[src/rtl/axi_pkg.sv]
// Shared definitions for the AXI read-path blocks: FSM encoding, RRESP codes
// and a constant-evaluable clog2 for sizing index fields.
package axi_pkg;

  localparam logic [1:0] ST_IDLE = 2'd0;
  localparam logic [1:0] ST_ADDR = 2'd1;
  localparam logic [1:0] ST_DATA = 2'd2;

  typedef enum logic [1:0] {
    IDLE = ST_IDLE,
    ADDR = ST_ADDR,
    DATA = ST_DATA
  } state_t;

  localparam logic [1:0] RESP_OKAY   = 2'b00;
  localparam logic [1:0] RESP_SLVERR = 2'b10;

  function automatic int clog2(input int n);
    int r = 0;
    for (int v = n - 1; v > 0; v = v >> 1) r++;
    return r;
  endfunction

endpackage

[src/rtl/axi_rd_arbiter_rr_pick.sv]
// Combinational round-robin pick: first set req bit at or after ptr, cyclic.
module rr_pick
  import axi_pkg::*;
#(
  parameter int NUM_MST = 4,
  parameter int IDX_W   = clog2(NUM_MST)
) (
  input  logic [NUM_MST-1:0] req,
  input  logic [IDX_W-1:0]   ptr,
  output logic [IDX_W-1:0]   idx,
  output logic               valid
);

  int j;

  // Walk offsets from farthest to nearest so the nearest requester wins last.
  always_comb begin
    idx   = '0;
    valid = 1'b0;
    j     = 0;
    for (int i = NUM_MST - 1; i >= 0; i--) begin
      j = int'(ptr) + i;
      if (j >= NUM_MST) j = j - NUM_MST;
      if (req[j]) begin
        idx   = IDX_W'(j);
        valid = 1'b1;
      end
    end
  end

endmodule

[src/rtl/axi_rd_arbiter.sv]
// Round-robin arbiter sharing one AXI read port among NUM_MST masters; one burst
// in flight at a time, with a sticky flag for beat counts that disagree with ARLEN.
module axi_rd_arbiter
  import axi_pkg::*;
#(
  parameter  int NUM_MST = 4,
  parameter  int ADDR_W  = 32,
  parameter  int DATA_W  = 32,
  parameter  int ID_W    = 4,
  localparam int IDX_W   = clog2(NUM_MST)
) (
  input  logic                      clk,
  input  logic                      rst,
  input  logic [NUM_MST-1:0]        m_arvalid,
  output logic [NUM_MST-1:0]        m_arready,
  input  logic [NUM_MST*ADDR_W-1:0] m_araddr,
  input  logic [NUM_MST*8-1:0]      m_arlen,
  input  logic [NUM_MST*ID_W-1:0]   m_arid,
  output logic [NUM_MST-1:0]        m_rvalid,
  input  logic [NUM_MST-1:0]        m_rready,
  output logic [DATA_W-1:0]         m_rdata,
  output logic [1:0]                m_rresp,
  output logic                      m_rlast,
  output logic [ID_W-1:0]           m_rid,
  output logic                      s_arvalid,
  input  logic                      s_arready,
  output logic [ADDR_W-1:0]         s_araddr,
  output logic [7:0]                s_arlen,
  output logic [ID_W+IDX_W-1:0]     s_arid,
  input  logic                      s_rvalid,
  output logic                      s_rready,
  input  logic [DATA_W-1:0]         s_rdata,
  input  logic [1:0]                s_rresp,
  input  logic                      s_rlast,
  input  logic [ID_W+IDX_W-1:0]     s_rid,
  output logic [IDX_W-1:0]          grant_idx,
  output logic                      busy,
  output logic                      len_err
);

  state_t state, state_n;

  logic [IDX_W-1:0] rr_ptr, pick_idx, ptr_next;
  logic             pick_vld, r_hs;
  logic [8:0]       beat_cnt;
  logic [7:0]       beat_cnt_max;
  logic             unused_rid;

  logic [NUM_MST-1:0][ADDR_W-1:0] araddr_v;
  logic [NUM_MST-1:0][7:0]        arlen_v;
  logic [NUM_MST-1:0][ID_W-1:0]   arid_v;

  assign araddr_v = m_araddr;
  assign arlen_v  = m_arlen;
  assign arid_v   = m_arid;

  rr_pick #(.NUM_MST(NUM_MST), .IDX_W(IDX_W)) u_pick (
    .req   (m_arvalid),
    .ptr   (rr_ptr),
    .idx   (pick_idx),
    .valid (pick_vld)
  );

  always_ff @(posedge clk) begin
    if (rst) state <= IDLE;
    else     state <= state_n;
  end

  always_comb begin
    state_n   = state;
    s_arvalid = 1'b0;
    s_rready  = 1'b0;
    m_arready = '0;
    m_rvalid  = '0;
    case (state)
      IDLE: if (pick_vld) state_n = ADDR;
      ADDR: begin
        s_arvalid            = 1'b1;
        m_arready[grant_idx] = s_arready;
        if (s_arready) state_n = DATA;
      end
      DATA: begin
        s_rready            = m_rready[grant_idx];
        m_rvalid[grant_idx] = s_rvalid;
        if (s_rvalid && m_rready[grant_idx] && s_rlast) state_n = IDLE;
      end
      default: state_n = IDLE;
    endcase
  end

  assign r_hs     = s_rvalid & s_rready;
  assign ptr_next = (grant_idx == IDX_W'(NUM_MST - 1)) ? '0 : grant_idx + IDX_W'(1);

  // beat_cnt holds beats already accepted, so the expected RLAST beat sees
  // beat_cnt == ARLEN; an early match without RLAST means the slave overran.
  always_ff @(posedge clk) begin
    if (rst) begin
      rr_ptr       <= '0;
      grant_idx    <= '0;
      beat_cnt     <= '0;
      beat_cnt_max <= '0;
      len_err      <= 1'b0;
    end else begin
      case (state)
        IDLE: if (pick_vld) begin
          grant_idx    <= pick_idx;
          beat_cnt_max <= arlen_v[pick_idx];
        end
        ADDR: if (s_arready) beat_cnt <= '0;
        DATA: if (r_hs) begin
          beat_cnt <= beat_cnt + 9'd1;
          if (s_rlast) begin
            if (beat_cnt != {1'b0, beat_cnt_max}) len_err <= 1'b1;
            rr_ptr <= ptr_next;
          end else if (beat_cnt == {1'b0, beat_cnt_max}) begin
            len_err <= 1'b1;
          end
        end
        default: ;
      endcase
    end
  end

  assign s_araddr = araddr_v[grant_idx];
  assign s_arlen  = arlen_v[grant_idx];
  assign s_arid   = {grant_idx, arid_v[grant_idx]};

  assign m_rdata  = s_rdata;
  assign m_rresp  = s_rresp;
  assign m_rlast  = s_rlast;
  assign m_rid    = s_rid[ID_W-1:0];

  assign busy       = (state != IDLE);
  assign unused_rid = ^s_rid[ID_W+IDX_W-1:ID_W];

endmodule

[config.mk]
export PLATFORM = sky130hd
export DESIGN_NAME = axi_rd_arbiter
export DESIGN_NICKNAME = d
export VERILOG_FILES = /design/src/rtl/axi_pkg.sv /design/src/rtl/axi_rd_arbiter_rr_pick.sv /design/src/rtl/axi_rd_arbiter.sv
export SDC_FILE = /design/constraint.sdc
export NUM_CORES = 1
export LEC_CHECK = 0
export ABC_AREA = 0
export BUFFER_PORTS_ARGS = -buffer_cell sky130_fd_sc_hd__buf_2
export CAP_MARGIN = 0
export CORE_AREA = 2 2 128 130
export DETAILED_ROUTE_END_ITERATION = 12
export DIE_AREA = 0 0 130 132
export SLEW_MARGIN = 20
export SYNTH_ARGS = -nofsm -noshare
export SYNTH_HDL_FRONTEND = slang
export SYNTH_SLANG_ARGS = --single-unit
[constraint.sdc]
create_clock -name clk -period 1.83 [get_ports clk]
set_input_delay 0.183 -clock clk [delete_from_list [all_inputs] [get_ports clk]]
set_output_delay 0.183 -clock clk [all_outputs]
set_load 0.01 [all_outputs]
## Yosys cells after proc, flatten, opt, wreduce, memory -nomap -nowiden

Index checks and enable logic that the tools add are counted.

- Register bits after elaboration: 24

- Add/sub/neg operators: 9
- Order comparisons: 11
- Equality and inequality tests: 10
- Mux-type cells: 51
- Bitwise logic cells: 3
- Reduce and logical (&&, ||, !) cells: 12

Operators with widths:

| operator | number |
|---|---|
| two-way mux 32 bit | 5 |
| < comparator 32 x 4 -> 1 bit (second input constant) | 4 |
| greater-or-equal comparator 32 x 4 -> 1 bit (second input constant) | 3 |
| subtractor 32 x 4 -> 32 bit (second input constant) | 3 |
| binary-select mux 32 bit (select 2 bit) | 1 |
| binary-select mux 8 bit (select 2 bit) | 2 |
| two-way mux 1 bit | 19 |
| two-way mux 9 bit | 2 |
| one-hot mux 9 bit (2 select lines) | 1 |
| two-way mux 2 bit | 8 |
| two-way mux 8 bit | 2 |
| two-way mux 4 bit | 3 |
| binary-select mux 1 bit (select 2 bit) | 5 |
| adder 9 x 1 -> 9 bit (second input constant) | 1 |
| == test 9 x 8 -> 1 bit | 1 |
| != test 9 x 8 -> 1 bit | 1 |
| AND reduction 3 bit | 3 |
| AND 4 bit | 2 |
| binary-select mux 4 bit (select 2 bit) | 1 |
| != test 2 bit (second input constant) | 4 |
| adder 2 x 2 -> 3 bit (second input constant) | 2 |
| < comparator 2 x 3 -> 1 bit (second input constant) | 2 |
| one-hot mux 2 bit (3 select lines) | 1 |
| nonzero test 2 bit | 3 |
| other kinds (14) | 17 |

## Depth between registers and ports, before layout

- Word-level depth: 12
- Depth in mapped cells: 7
- Mapped depth without buffers: 5

## By module

Synthesis repeated with hierarchy kept, for this count alone.

- Cells, all modules: 270
- Area total of the unflattened synthesis: 2,841.5 um^2

Modules (own cells, without submodules):

| module | times used | cells each | area an instance (um^2) |
|---|---|---|---|
| axi_rd_arbiter | 1 | 257 | 2,763.9 |
| rr_pick | 1 | 13 | 77.6 |

## Worst setup path before layout

No wires, ideal clock.

- Path kind: reg-to-output
- Start point: reg grant_idx[0]
- End point: out s_araddr[0]
- Arrival time: 1.630 ns
- Slack: 0.017 ns
- Cell stages (with the launch flop): 4
- Path through: dfxtp_1 -> buf_2 -> buf_2 -> mux4_2

- Cells in the longest elaborated chain, start to end: 2

Ends and longest elaborated chain:

| element | line | text |
|---|---|---|
| from (decl) | axi_rd_arbiter.sv:36 | `output logic [IDX_W-1:0] grant_idx,` |
| from (signal assigned) | axi_rd_arbiter.sv:106 | `grant_idx <= pick_idx;` |
| binary-select mux 32 bit (select 2 bit) | axi_rd_arbiter.sv:124 | `assign s_araddr = araddr_v[grant_idx];` |
| two-way mux 32 bit (implied by the code) | axi_rd_arbiter.sv:124 |  |
| to (decl) | axi_rd_arbiter.sv:27 | `output logic [ADDR_W-1:0] s_araddr,` |

No other way between the ends. The select of a mux whose other input is x is not followed.

## Final worst setup path

- Start point: reg grant_idx[0]
- End point: out s_arid[3]

- Cells in the longest elaborated chain, start to end: 2

Ends and longest elaborated chain:

| element | line | text |
|---|---|---|
| binary-select mux 4 bit (select 2 bit) | axi_rd_arbiter.sv:126 | `assign s_arid = {grant_idx, arid_v[grant_idx]};` |
| two-way mux 4 bit (implied by the code) | axi_rd_arbiter.sv:126 |  |
| to (decl) | axi_rd_arbiter.sv:29 | `output logic [ID_W+IDX_W-1:0] s_arid,` |

No other way between the ends. The select of a mux whose other input is x is not followed.

==> impl_metrics.csv <==
group,metric,value,unit
status,status,"completed",
floorplan,ios,328,
critical_path,end_kind,"output pin",
global_route,grt.busiest_layer,"met2",
global_route,grt_use_met1,17.18,%
pwr,clock_power_share,24.7,%
sta,period_share,97.58,%
global_route,grt_use_met3,4.992,%
logic_synthesis,syn_avg_cell_area,10.87,um2
logic_synthesis,yosysUniqueCellTypes,40,
floorplan,die_area,0.01716,mm2
pwr,leakage,1.997,nW
sta,min_period,1.786,ns
layout,drive_gt1_share,68.38,%
routing,ant_nets,0,
sta,final.setup.worst_slack,0.04425,ns
sta,slew_viol_final,0,
critical_path,start_kind,"register",
floorplan,fp.dieH,132,um
logic_synthesis,yosysWarnings,0,
pwr,p_int,1.450,mW
logic_synthesis,synth_seq_cells,24,
placed_design,dpl.hpwl,11.36,mm
routing,drt_wl_total,13.04,mm
routing,vias,2967,
sta,final_hold_viol_count,0,
global_route,grt_use_met2,24.35,%
critical_path,worstPathRequired,1.65,ns
sta,worst_pin_slew,0.4173,ns
placed_design,place_ws,0.1537,ns
pwr,switching_share,31.65,%
sta,final-setup-viol-count,0,
routing,drc,0,
logic_synthesis,netlist_area,0.002848,mm2
clock_tree,clkLatencyLatePin,0.26,ns
floorplan,die_x,130,um
global_route,antenna_found_initial,4,
logic_synthesis,syn-num-nets,496,
floorplan,row_count,46,
sta,clock_skew,0.004268,ns
layout,area_delta_synth_final,51.10,%
pwr,powerDensity,492.9,mW/mm2
global_route,grt_pass1_wl,18.13,mm
routing,wl_per_cell,19.01,um
clock_tree,cts_buffer_depth,2,
pwr,seqPwrFrac,27.8,%
logic_synthesis,yosys_most_used_dff,"dfxtp_1",
pwr,irDropWorstVdd,518.7,uV
logic_synthesis,ys_seq_area_share,16.87,%
floorplan,core,0.01571,mm2
layout,fin_cells,686,
logic_synthesis,syn_inst,262,
global_route,first_global_vias,3015,
placed_design,numPortBuffers,249,
sta,grt_setup_unrepaired,"true",
global_route,grt_start_max_net_pins,37,
routing,dr.pass1.iters,4,
logic_synthesis,synthArstFlopShare,0,%
layout,final_core_util,27.38,%
global_route,overflow,0,
critical_path,path_max_fanout,18,
routing,vias_per_cell,4.325,
clock_tree,numCtsBuffers,3,
logic_synthesis,synth_edf_count,0,
critical_path,crit_arrival,1.60,ns
layout,fin_nets,703,
critical_path,critPathKind,"reg -> out",
pwr,combPwrFrac,47.4,%
sta,max_freq,0.5600,GHz
flow_run,maxCapViolCount,0,
placed_design,dp.cells,679,
clock_tree,clock_sinks,24,
hold_path,hold_class,"in -> reg",
sta,slew_headroom,71.92,%
placed_design,gp_congestion,0.7727,
global_route,track_usage,14.12,%
clock_tree,post_cts_buffers,0,
clock_tree,path_clk_slew,0.06,ns
clock_tree,cts.htree.levels,1,
routing,drtIter0Drc,171,
floorplan,start_util,18.12,%
clock_tree,cts-root-buf,"clkbuf_16",
pwr,power.switching,671.4,uW
clock_tree,cts_tree,"built",
[cells by family after synthesis]
group | count (synthesis) | share of synthesized area [%]
AO/OA/AOI/OAI | 27 | 6.635
buffers and inverters | 66 | 15.03
XOR/XNOR | 14 | 4.306
AND/OR/NAND/NOR | 62 | 12.65
multiplexers | 64 | 42.31
flip-flops | 24 | 16.87
adder cells (fa/ha/maj) | 5 | 2.197
[final timing paths]
check / startpoint / end / slack, ns / depth (start not counted)
setup / recovery: grant_idx[0] / s_arid[3] / 0.04 / 3
hold / removal: s_arready / state[0] / 0.20 / 3
setup reg to reg: grant_idx[0] / beat_cnt[5] / 0.11 / 6
hold reg to reg: rr_ptr[0] / rr_ptr[0] / 0.46 / 2
[cells in the mapped netlist (3+ instances only)]
cell type / instances / area share [%]
and2_1: 10 / 2.2
or3_1: 4 / 0.88
nand3_1: 5 / 0.88
o21ai_0: 3 / 0.53
buf_4: 41 / 11
buf_2: 9 / 1.6
a21oi_1: 9 / 1.6
inv_1: 7 / 0.92
o221ai_1: 8 / 2.5
nor2_1: 12 / 1.6
ha_1: 5 / 2.2
mux4_2: 45 / 36
xnor2_1: 12 / 3.7
buf_1: 3 / 0.40
dfxtp_1: 24 / 17
mux2i_1: 18 / 6.3
clkbuf_1: 3 / 0.40
nand2_1: 15 / 2.0
[sequential cells by signal, summed over array words and instances, names as in the netlist]
name,cells
beat_cnt,9
beat_cnt_max,8
grant_idx,2
len_err,1
rr_ptr,2
state,2
[layout by cell type (no fill, tap or decap), drive strengths merged]
master   instances
a21oi            9
nor3b            1
buf            259
a31o             1
o21ai            3
o22ai            1
o221ai           8
nand2b           1
nor2            12
mux2             1
a221o            1
a221oi           2
xor2             2
and3b            2
ha               5
mux2i           18
a211oi           1
diode            2
or2              2
nand4            2
dfxtp           24
or3              4
mux4            45
a2bb2oi          1
clkbuf           5
nand2           15
xnor2           12
nor2b            1
nor4             1
nand3            5
nor3             2
inv              8
and3             1
nor4b            3
and2            10
[worst max-delay path, cell delays in order, from the launching register on]
cell and delay (ns):
dfxtp_4 0.42, buf_16 0.19, mux4_2 0.57, buf_6 0.15
[metrics by stage]
| step | total power [mW] | hold WS [ns] | setup TNS [ns] | area, um2 |
|---|---|---|---|---|
| finish | 2.121 | 0.2036 | 0 | 4303 |
| detailed placement | 1.549 | 0.3661 | 0 | 4065 |
| floorplan | 1.184 | 0.2796 | 0 | 2848 |
| CTS | 2.125 | 0.1975 | -0.2244 | 4262 |
| global placement | 1.541 | 0.3661 | 0 | 4065 |
| global route | 2.247 | 0.2150 | -0.02242 | 4303 |
[power by group through the flow]
stage / logic [mW] / registers [mW] / clock network [mW]
2_1_floorplan: 0.591 / 0.593 / 0
3_3_place_gp: 0.940 / 0.601 / 0
3_5_place_dp: 0.947 / 0.601 / 0
4_1_cts: 1.01 / 0.589 / 0.529
5_1_grt: 1.10 / 0.596 / 0.555
6_report: 1.01 / 0.591 / 0.524
[layer usage]
metal | share of wire [%] | up-vias | wire, um
li1 | - | 1378 | -
met1 | 39 | 1405 | 5133
met2 | 50 | 166 | 6491
met3 | 10 | 14 | 1336
met4 | 0.44 | 4 | 57
met5 | 0.15 | - | 20
[what timing repair did]
action,4_1_cts,5_1_grt
pin swaps,0,0
gates resized for setup,18,3
gates cloned,0,1
endpoints found under the setup margin,31,33
hold buffers,0,0
[final cells by class]
type / instances / area, um2
tap: 216 / 270.3
inverter: 8 / 30.03
timing repair buffer: 260 / 1471
multi-input combinational: 172 / 1949
antenna: 2 / 5.005
fill: 1690 / 11410
clock buffer: 4 / 88.84
sequential: 24 / 488.0
Note: power is estimated with default switching activity, not from simulation.
